<file path="src/rtl/cpu_fetch_queue_if.sv">
// Fetch-queue bundle: memory request/response channel, redirect and the
// decode-side handshake. The queue drives through master; memory/decode use slave.
interface cpu_fetch_queue_if #(
  parameter int XLEN = 32
);
  logic            req_valid;
  logic            req_ready;
  logic [XLEN-1:0] req_addr;
  logic            rsp_valid;
  logic [XLEN-1:0] rsp_data;
  logic            rsp_err;
  logic            redirect;
  logic [XLEN-1:0] redirect_pc;
  logic            instr_valid;
  logic            instr_ready;
  logic [XLEN-1:0] instr_data;
  logic [XLEN-1:0] instr_pc;
  logic            instr_fault;

  modport master (
    output req_valid, req_addr, instr_valid, instr_data, instr_pc, instr_fault,
    input  req_ready, rsp_valid, rsp_data, rsp_err, redirect, redirect_pc, instr_ready
  );

  modport slave (
    input  req_valid, req_addr, instr_valid, instr_data, instr_pc, instr_fault,
    output req_ready, rsp_valid, rsp_data, rsp_err, redirect, redirect_pc, instr_ready
  );
endinterface

</file>
<file path="src/rtl/cpu_fetch_queue.sv">
// Instruction fetch queue: issues sequential fetches, reorders nothing (memory is in
// order), buffers up to DEPTH entries for decode and discards stale data after redirects.
module cpu_fetch_queue #(
  parameter int              XLEN     = 32,
  parameter int              DEPTH    = 4,
  parameter logic [XLEN-1:0] RESET_PC = '0
) (
  input logic               clk,
  input logic               rst,
  cpu_fetch_queue_if.master bus
);

  localparam int PW = $clog2(DEPTH);
  localparam int CW = PW + 1;
  // Discard must absorb stale beats from several back-to-back redirects.
  localparam int DW = PW + 4;

  typedef struct packed {
    logic            reserved;
    logic            filled;
    logic [XLEN-1:0] pc;
    logic [XLEN-1:0] data;
    logic            fault;
  } slot_t;

  slot_t           slots [DEPTH];
  slot_t           head;
  logic [XLEN-1:0] fetch_pc;
  logic [PW-1:0]   issue_ptr;
  logic [PW-1:0]   fill_ptr;
  logic [PW-1:0]   head_ptr;
  logic [CW-1:0]   res_count;
  logic [CW-1:0]   pending;
  logic [DW-1:0]   discard;
  logic [DW-1:0]   redirect_discard;
  logic            issue;
  logic            fill;
  logic            drop;
  logic            pop;

  assign bus.req_valid = !rst && !bus.redirect && (res_count < CW'(DEPTH));
  assign bus.req_addr  = fetch_pc;

  assign issue = bus.req_valid && bus.req_ready;
  assign fill  = bus.rsp_valid && (discard == '0) && (pending != '0);
  assign drop  = bus.rsp_valid && (discard != '0);
  assign pop   = bus.instr_valid && bus.instr_ready;

  assign head            = slots[head_ptr];
  assign bus.instr_valid = head.filled;
  assign bus.instr_data  = head.data;
  assign bus.instr_pc    = head.pc;
  assign bus.instr_fault = head.fault;

  // Everything still in flight at a redirect comes back stale, less any beat landing now.
  always_comb begin
    redirect_discard = discard + DW'(pending);
    if (bus.rsp_valid && (redirect_discard != '0))
      redirect_discard = redirect_discard - DW'(1);
  end

  always_ff @(posedge clk or posedge rst) begin
    if (rst) begin
      for (int i = 0; i < DEPTH; i++)
        slots[i] <= '0;
      fetch_pc  <= RESET_PC;
      issue_ptr <= '0;
      fill_ptr  <= '0;
      head_ptr  <= '0;
      res_count <= '0;
      pending   <= '0;
      discard   <= '0;
    end else if (bus.redirect) begin
      for (int i = 0; i < DEPTH; i++) begin
        slots[i].reserved <= 1'b0;
        slots[i].filled   <= 1'b0;
      end
      fetch_pc  <= bus.redirect_pc;
      issue_ptr <= '0;
      fill_ptr  <= '0;
      head_ptr  <= '0;
      res_count <= '0;
      pending   <= '0;
      discard   <= redirect_discard;
    end else begin
      if (issue) begin
        slots[issue_ptr].reserved <= 1'b1;
        slots[issue_ptr].pc       <= fetch_pc;
        issue_ptr                 <= issue_ptr + PW'(1);
        fetch_pc                  <= fetch_pc + XLEN'(4);
      end
      if (fill) begin
        slots[fill_ptr].filled <= 1'b1;
        slots[fill_ptr].data   <= bus.rsp_data;
        slots[fill_ptr].fault  <= bus.rsp_err;
        fill_ptr               <= fill_ptr + PW'(1);
      end
      if (drop)
        discard <= discard - DW'(1);
      if (pop) begin
        slots[head_ptr].reserved <= 1'b0;
        slots[head_ptr].filled   <= 1'b0;
        head_ptr                 <= head_ptr + PW'(1);
      end
      res_count <= res_count + CW'(issue) - CW'(pop);
      pending   <= pending + CW'(issue) - CW'(fill);
    end
  end

  // A beat with nothing outstanding is silently ignored; make it visible in coverage.
  cover property (@(posedge clk) disable iff (rst)
    bus.rsp_valid && (discard == '0) && (pending == '0));

  assert property (@(posedge clk) disable iff (rst)
    !(fill && pop && (fill_ptr == head_ptr)));

endmodule
</file>
<file path="src/flat_wrapper.sv">
// flat-port wrapper written by rule: the top's interface ports become plain ports
module cpu_fetch_queue_flat 
#(
  parameter int              XLEN     = 32,
  parameter int              DEPTH    = 4,
  parameter logic [XLEN-1:0] RESET_PC = '0
)
  (clk, rst, bus_req_valid, bus_req_addr, bus_instr_valid, bus_instr_data, bus_instr_pc, bus_instr_fault, bus_req_ready, bus_rsp_valid, bus_rsp_data, bus_rsp_err, bus_redirect, bus_redirect_pc, bus_instr_ready);
  cpu_fetch_queue_if #(.XLEN(XLEN)) bus_i ();
  input logic clk;
  input logic rst;
  output wire logic [$bits(bus_i.req_valid)-1:0] bus_req_valid;
  output wire logic [$bits(bus_i.req_addr)-1:0] bus_req_addr;
  output wire logic [$bits(bus_i.instr_valid)-1:0] bus_instr_valid;
  output wire logic [$bits(bus_i.instr_data)-1:0] bus_instr_data;
  output wire logic [$bits(bus_i.instr_pc)-1:0] bus_instr_pc;
  output wire logic [$bits(bus_i.instr_fault)-1:0] bus_instr_fault;
  input wire logic [$bits(bus_i.req_ready)-1:0] bus_req_ready;
  input wire logic [$bits(bus_i.rsp_valid)-1:0] bus_rsp_valid;
  input wire logic [$bits(bus_i.rsp_data)-1:0] bus_rsp_data;
  input wire logic [$bits(bus_i.rsp_err)-1:0] bus_rsp_err;
  input wire logic [$bits(bus_i.redirect)-1:0] bus_redirect;
  input wire logic [$bits(bus_i.redirect_pc)-1:0] bus_redirect_pc;
  input wire logic [$bits(bus_i.instr_ready)-1:0] bus_instr_ready;
  assign bus_req_valid = bus_i.req_valid;
  assign bus_req_addr = bus_i.req_addr;
  assign bus_instr_valid = bus_i.instr_valid;
  assign bus_instr_data = bus_i.instr_data;
  assign bus_instr_pc = bus_i.instr_pc;
  assign bus_instr_fault = bus_i.instr_fault;
  assign bus_i.req_ready = bus_req_ready;
  assign bus_i.rsp_valid = bus_rsp_valid;
  assign bus_i.rsp_data = bus_rsp_data;
  assign bus_i.rsp_err = bus_rsp_err;
  assign bus_i.redirect = bus_redirect;
  assign bus_i.redirect_pc = bus_redirect_pc;
  assign bus_i.instr_ready = bus_instr_ready;
  cpu_fetch_queue #(.XLEN(XLEN), .DEPTH(DEPTH), .RESET_PC(RESET_PC)) u_core (.clk(clk), .rst(rst), .bus(bus_i));
endmodule
</file>
<file path="config.mk">
export PLATFORM = sky130hd
export DESIGN_NAME = cpu_fetch_queue_flat
export DESIGN_NICKNAME = d
export VERILOG_FILES = /design/src/rtl/cpu_fetch_queue_if.sv /design/src/rtl/cpu_fetch_queue.sv /design/src/flat_wrapper.sv
export SDC_FILE = /design/constraint.sdc
export NUM_CORES = 1
export LEC_CHECK = 0
export ABC_CLOCK_PERIOD_IN_PS = 11600
export CORE_ASPECT_RATIO = 0.7
export CORE_MARGIN = 3
export CORE_UTILIZATION = 45
export DETAILED_ROUTE_END_ITERATION = 6
export GPL_ROUTABILITY_DRIVEN = 0
export HOLD_SLACK_MARGIN = 0.1
export MAX_ROUTING_LAYER = met4
export PLACE_DENSITY = 0.73
export SLEW_MARGIN = 20
export SYNTH_ARGS = -nofsm -noshare
export SYNTH_HDL_FRONTEND = slang
export SYNTH_SLANG_ARGS = --single-unit
</file>
<file path="constraint.sdc">
create_clock -name clk -period 11.6 [get_ports clk]
set_clock_uncertainty 0.15 [all_clocks]
set_input_delay 1.16 -clock clk [delete_from_list [all_inputs] [get_ports clk]]
set_output_delay 1.16 -clock clk [all_outputs]
set_load 0.03 [all_outputs]
</file>
; Word-level counts from Yosys, hierarchy flattened
; Cells that the tools add are included.
[classes]
mux = 46
bitwise_logic = 3
magnitude_cmp = 7
n_addsub = 11
n_reduce_logical = 21
[op_table]
columns = op, n
row1 = 268-bit bitwise mux, 7
row2 = 268-bit two-way mux, 5
row3 = 67-bit demux with 2-bit select, 7
row4 = 66-bit two-way mux, 4
row5 = 67-bit binary-select mux with 2-bit select, 1
row6 = 67-bit two-way mux, 2
row7 = 65-bit two-way mux, 1
row8 = 32-bit two-way mux, 2
row9 = 33-bit two-way mux, 1
row10 = 32-bit by 3-bit adder with 32-bit output (second input constant), 1
row11 = 2-bit two-way mux, 10
row12 = 6-bit two-way mux, 3
row13 = 6-bit nonzero test, 2
row14 = 6-bit by 1-bit subtractor with 6-bit output (second input constant), 2
row15 = 1-bit logical AND, 11
row16 = 3-bit >= comparator (second input constant), 3
row17 = 3-bit by 1-bit < comparator with 1-bit output (second input constant), 3
row18 = 2-bit inverter with 3-bit output, 3
row19 = 2-bit nonzero test, 4
row20 = 2-bit by 1-bit adder with 2-bit output (second input constant), 3
row21 = 3-bit by 1-bit adder with 3-bit output, 2
row22 = 6-bit by 3-bit adder with 6-bit output, 1
row23 = 6-bit logical NOT, 1
row24 = 3-bit two-way mux, 2
row25 = other kinds (5), 7
[totals]
output_inout_bits = 99
word_cells = 115
inputBits = 71
reg_bits = 318

; Logic depth before layout (Yosys ltp)
[logic_depth]
ltp_word = 18
mapped_depth = 12
mapped_depth_nobuf = 12

; Least setup slack after synthesis
; Ideal clock, no wire load.
[synth_path]
path_kind = in2reg
from = input bus_redirect
to = register u_core.pending[2]
setup_ps = 132
t_arrival_ps = 3410
path_buffers = 3
path_stages = 12
slack_ps = 7909
required_time_ps = 11318
path_cell_list = clkbuf_8 nor3_2 nand2_1 inv_2 buf_2 buf_2 ha_1 inv_1 fa_1 xor2_1 xnor2_1 nor2_1
[synth_between]
elab_chain_len = 7
[synth_rtl]
columns = element, line_no
row1 = "start, declared", flat_wrapper.sv:22  ; input wire logic [$bits(bus_i.redirect)-1:0] bus_redirect;
row2 = 1-bit logical NOT, cpu_fetch_queue.sv:41  ; assign bus.req_valid = !rst && !bus.redirect && (res_count < CW'(DEPTH));
row3 = 1-bit logical AND (2 in series), cpu_fetch_queue.sv:41
row4 = via bus_req_valid, flat_wrapper.sv:12  ; output wire logic [$bits(bus_i.req_valid)-1:0] bus_req_valid;
row5 = 1-bit logical AND, cpu_fetch_queue.sv:44  ; assign issue = bus.req_valid && bus.req_ready;
row6 = 3-bit by 1-bit adder with 3-bit output, cpu_fetch_queue.sv:106  ; pending <= pending + CW'(issue) - CW'(fill);
row7 = 3-bit by 1-bit subtractor with 3-bit output, cpu_fetch_queue.sv:106
row8 = 3-bit two-way mux, cpu_fetch_queue.sv:73  ; end else if (bus.redirect) begin
row9 = "end signal, assigned", cpu_fetch_queue.sv:106
row10 = "end, declared", cpu_fetch_queue.sv:33  ; logic [CW-1:0] pending;
; The timed path passes the listed nets, and every way through them passes these cells.
; A chain may end at the register's enable or synchronous reset.

; Worst setup path in the final report
[layout_path]
from = register u_core.head_ptr[0]
to = output bus_instr_pc[0]
[layout_between]
elab_chain_len = 4
[layout_rtl]
columns = element, line_no
row1 = "start, declared", cpu_fetch_queue.sv:31  ; logic [PW-1:0] head_ptr;
row2 = "start signal, assigned", cpu_fetch_queue.sv:103  ; head_ptr <= head_ptr + PW'(1);
row3 = 2-bit inverter with 3-bit output (not written as such), cpu_fetch_queue.sv:49  ; assign head = slots[head_ptr];
row4 = 67-bit binary-select mux with 2-bit select, cpu_fetch_queue.sv:49
row5 = 66-bit two-way mux (not written as such) (2 in series), cpu_fetch_queue.sv:49
row6 = "end, declared", flat_wrapper.sv:16  ; output wire logic [$bits(bus_i.instr_pc)-1:0] bus_instr_pc;
; Every way passes these cells. The select of a mux whose other input is x is not followed.

==> flow_metrics.py <==
metrics = {
    "sta": {
        "timing.final.crit_share_pct": 41.1,
        "setup_slack_ns": 6.83,
        "min_period_ns": 4.77,
        "setup_viol": 0,
        "maxSlewHeadroom_pct": 29.6,
        "hold_violations": 0,
        "slew_viol_final": 0,
        "tns_ns": 0,
        "max_freq_mhz": 210,
        "tightest_slew_ns": 1.05,
        "rsz0062_at_grt": "false",
    },
    "critical_path": {
        "path_delay_family": "buffers and inverters",
        "max_stage_delay_ns": 0.86,
        "crit_chain": "buf_4, mux4_2, clkdlybuf4s50_1",
        "slowest_stage": "dfrtp_4",
        "reg2reg_from": "u_core.head_ptr[0]$_DFFE_PP0P_",
        "crit_path_end_kind": "output port",
        "cp_data_required_time_ns": 10.29,
        "cp-startpoint": "u_core.head_ptr[0]$_DFFE_PP0P_",
        "cp.arrival_ns": 3.46,
        "path_max_fanout": 38,
        "crit_type": "flip-flop to output port",
        "startpoint_type": "flip-flop",
        "path_buf_inv": 2,
    },
    "routing": {
        "routed_wirelength_um": 35200,
        "avgViaCountPerCell": 5.71,
        "drtPass1Iterations": 5,
        "ant_nets": 0,
        "post_drt_wl_per_cell_um": 21.5,
        "drt_iter0_drc": 548,
        "drc": 0,
        "routed-via-count": 9361,
    },
    "synth": {
        "synth_edf_count": 0,
        "yosysUniqueCellTypes": 59,
        "syn_nets": 1143,
        "synthArstFlopShare_pct": 100,
        "syn_area_mm2": 0.0147,
        "synth-main-ff-cell": "dfrtp_1",
        "ys_seq_elements": 314,
        "synth_warnings": 0,
        "syn_avg_cell_area_um2": 14.1,
        "netlist_instances": 1045,
        "seq_area_frac_synth_pct": 53.4,
    },
    "clocking": {
        "cts.htree.levels": 2,
        "clk_pin_slew_ns": 0.06,
        "cts_tree": "built",
        "clock-sinks": 314,
        "cts_buffers": 34,
        "cts_root_buf": "clkbuf_16",
        "cts.repair.resized": 0,
        "cts_setup_buffers": 0,
        "clk_path_buf_depth": 3,
        "clk_latency_ns": 0.51,
        "cts-hold-fix-buffers": 0,
    },
    "global_route": {
        "antenna_found_initial": 1,
        "grt_max_degree": 83,
        "grt.overflow.total": 0,
        "grt_pass1_wl_um": 56700,
        "grt_pass1_vias": 9803,
        "grt.total_usage_pct": 21.1,
    },
    "run": {
        "cap_viol_max_count": 0,
    },
    "cells_and_area": {
        "final_area_mm2": 0.0178,
        "area_growth_pct": 21.0,
        "fillers": 2483,
        "fin_cells": 1639,
        "drive_above_1_share_pct": 31.9,
        "final_nets": 1292,
        "final_util_pct": 56.2,
    },
    "place": {
        "dpl_worst_slack_ns": 7.26,
        "io_buffers": 169,
        "place_area_mm2": 0.0167,
        "dp_cells": 1577,
        "dp_hpwl_um": 22500,
    },
    "floorplanning": {
        "num_io_pins": 170,
        "die_y_um": 157,
        "floorplan.initialDensity_pct": 46.5,
        "die_area_mm2": 0.0350,
        "core_mm2": 0.0317,
        "die_width_um": 222,
        "rows": 54,
    },
    "hold_path": {
        "min_path_type": "flip-flop to flip-flop",
    },
    "pwr": {
        "p_per_area_mw_per_mm2": 173,
        "leakage_uw": 0.00803,
        "worst_ir_drop_vdd_mv": 0.109,
    },
    "status": {
        "status": "finished clean",
    },
}
-- tightest hold or removal path, cell delays in order, from the launching register on --
cell and delay [ns]:
dfrtp_1 0.34, nand2_1 0.05, o21ai_0 0.06
-- placed cells by master (no fill, tap or decap), types with 3 or more instances in the layout --
master           count
nand2b_1             4
nand3_1             18
inv_1               22
a41oi_1              5
fa_1                 3
clkdlybuf4s50_1    168
xnor2_1              8
o311ai_0            11
a21oi_1              9
a31oi_1              4
clkinv_2             3
nand2_1             64
dfrtp_1            312
o211ai_1            14
ha_1                24
nand4_1             10
xor2_1               6
o21ai_0             37
mux2_2             245
clkbuf_8             5
mux4_2              66
clkbuf_16           37
a221o_1             12
and2_1               3
nor2_1              28
o31ai_1              4
nor3_1               9
and3_1               5
buf_4                7
nor3_2               3
nor2b_1              5
a211oi_1             6
nand2_2              6
clkbuf_1            12
-- cells by family after synthesis --
family	synth area share, %
AND/OR/NAND/NOR	5.73
buffers and inverters	3.09
flip-flops	53.4
adder cells (fa/ha/maj)	2.45
multiplexers	29.0
AO/OA/AOI/OAI	5.51
XOR/XNOR	0.833
-- synthesized netlist by cell type, types with 5 or more instances --
master / n / area (um2)
a21oi_1: 9 / 45.0
buf_2: 12 / 60.1
nand4_1: 10 / 62.6
clkbuf_1: 36 / 135
inv_1: 23 / 86.3
nand2_2: 6 / 37.5
o211ai_1: 14 / 105
nor2b_1: 5 / 31.3
xor2_1: 6 / 52.6
a211oi_1: 6 / 45.0
nand2_1: 64 / 240
nor2_1: 28 / 105
and3_1: 5 / 31.3
ha_1: 24 / 300
nor3_1: 9 / 45.0
o311ai_0: 11 / 96.3
xnor2_1: 8 / 70.1
mux4_2: 66 / 1490
buf_6: 11 / 124
nand3_1: 18 / 90.1
mux2_2: 245 / 2760
a41oi_1: 5 / 43.8
dfrtp_1: 314 / 7860
o21ai_0: 37 / 185
a221o_1: 12 / 120
-- power breakdown --
group,total (uW),internal [uW],switching [uW]
Clock,1090,661,429
Combinational,647,317,330
Sequential,1340,1220,116
Total,3080,2200,875
-- metal layers --
layer  wire length, um  GRT usage (%)  vias up
met2             15800           31.4      256
li1                  -              -     4199
met1             16800           29.9     4846
met4               768           5.69        0
met5                 0              -        -
met3              1930           4.25       60
-- per-stage QoR --
stage	power, uW	hold slack (ns)
after global routing	3220	0.362
after CTS	3110	0.333
after detailed placement	2000	0.318
after floorplan	1750	0.295
after global placement	1990	0.314
final	3080	0.330
-- worst paths after layout --
| kind | end | slack (ns) | cells past startpoint |
|---|---|---|---|
| setup / recovery | bus_instr_pc[0] | 6.83 | 3 |
| hold / removal | flip-flop | 0.33 | 2 |
| setup reg to reg | u_core.res_count[2]$_DFF_PP0_ | 8.39 | 9 |
| hold reg to reg | flip-flop | 0.33 | 2 |
| max in group asynchronous | async pin | 8.85 | 3 |
| min in group asynchronous | async pin | 1.02 | 2 |
-- cell type report --
cell class	count	area [um2]	area share, %
inverter	25	101	0.569
multi-input combinational	641	6430	36.1
clock inverter	6	86.3	0.484
timing repair buffer	178	1770	9.93
tap	420	526	2.95
sequential	314	7870	44.1
antenna	1	2.50	0.0140
clock buffer	54	1040	5.83
Power figures use the tool's default switching activity.
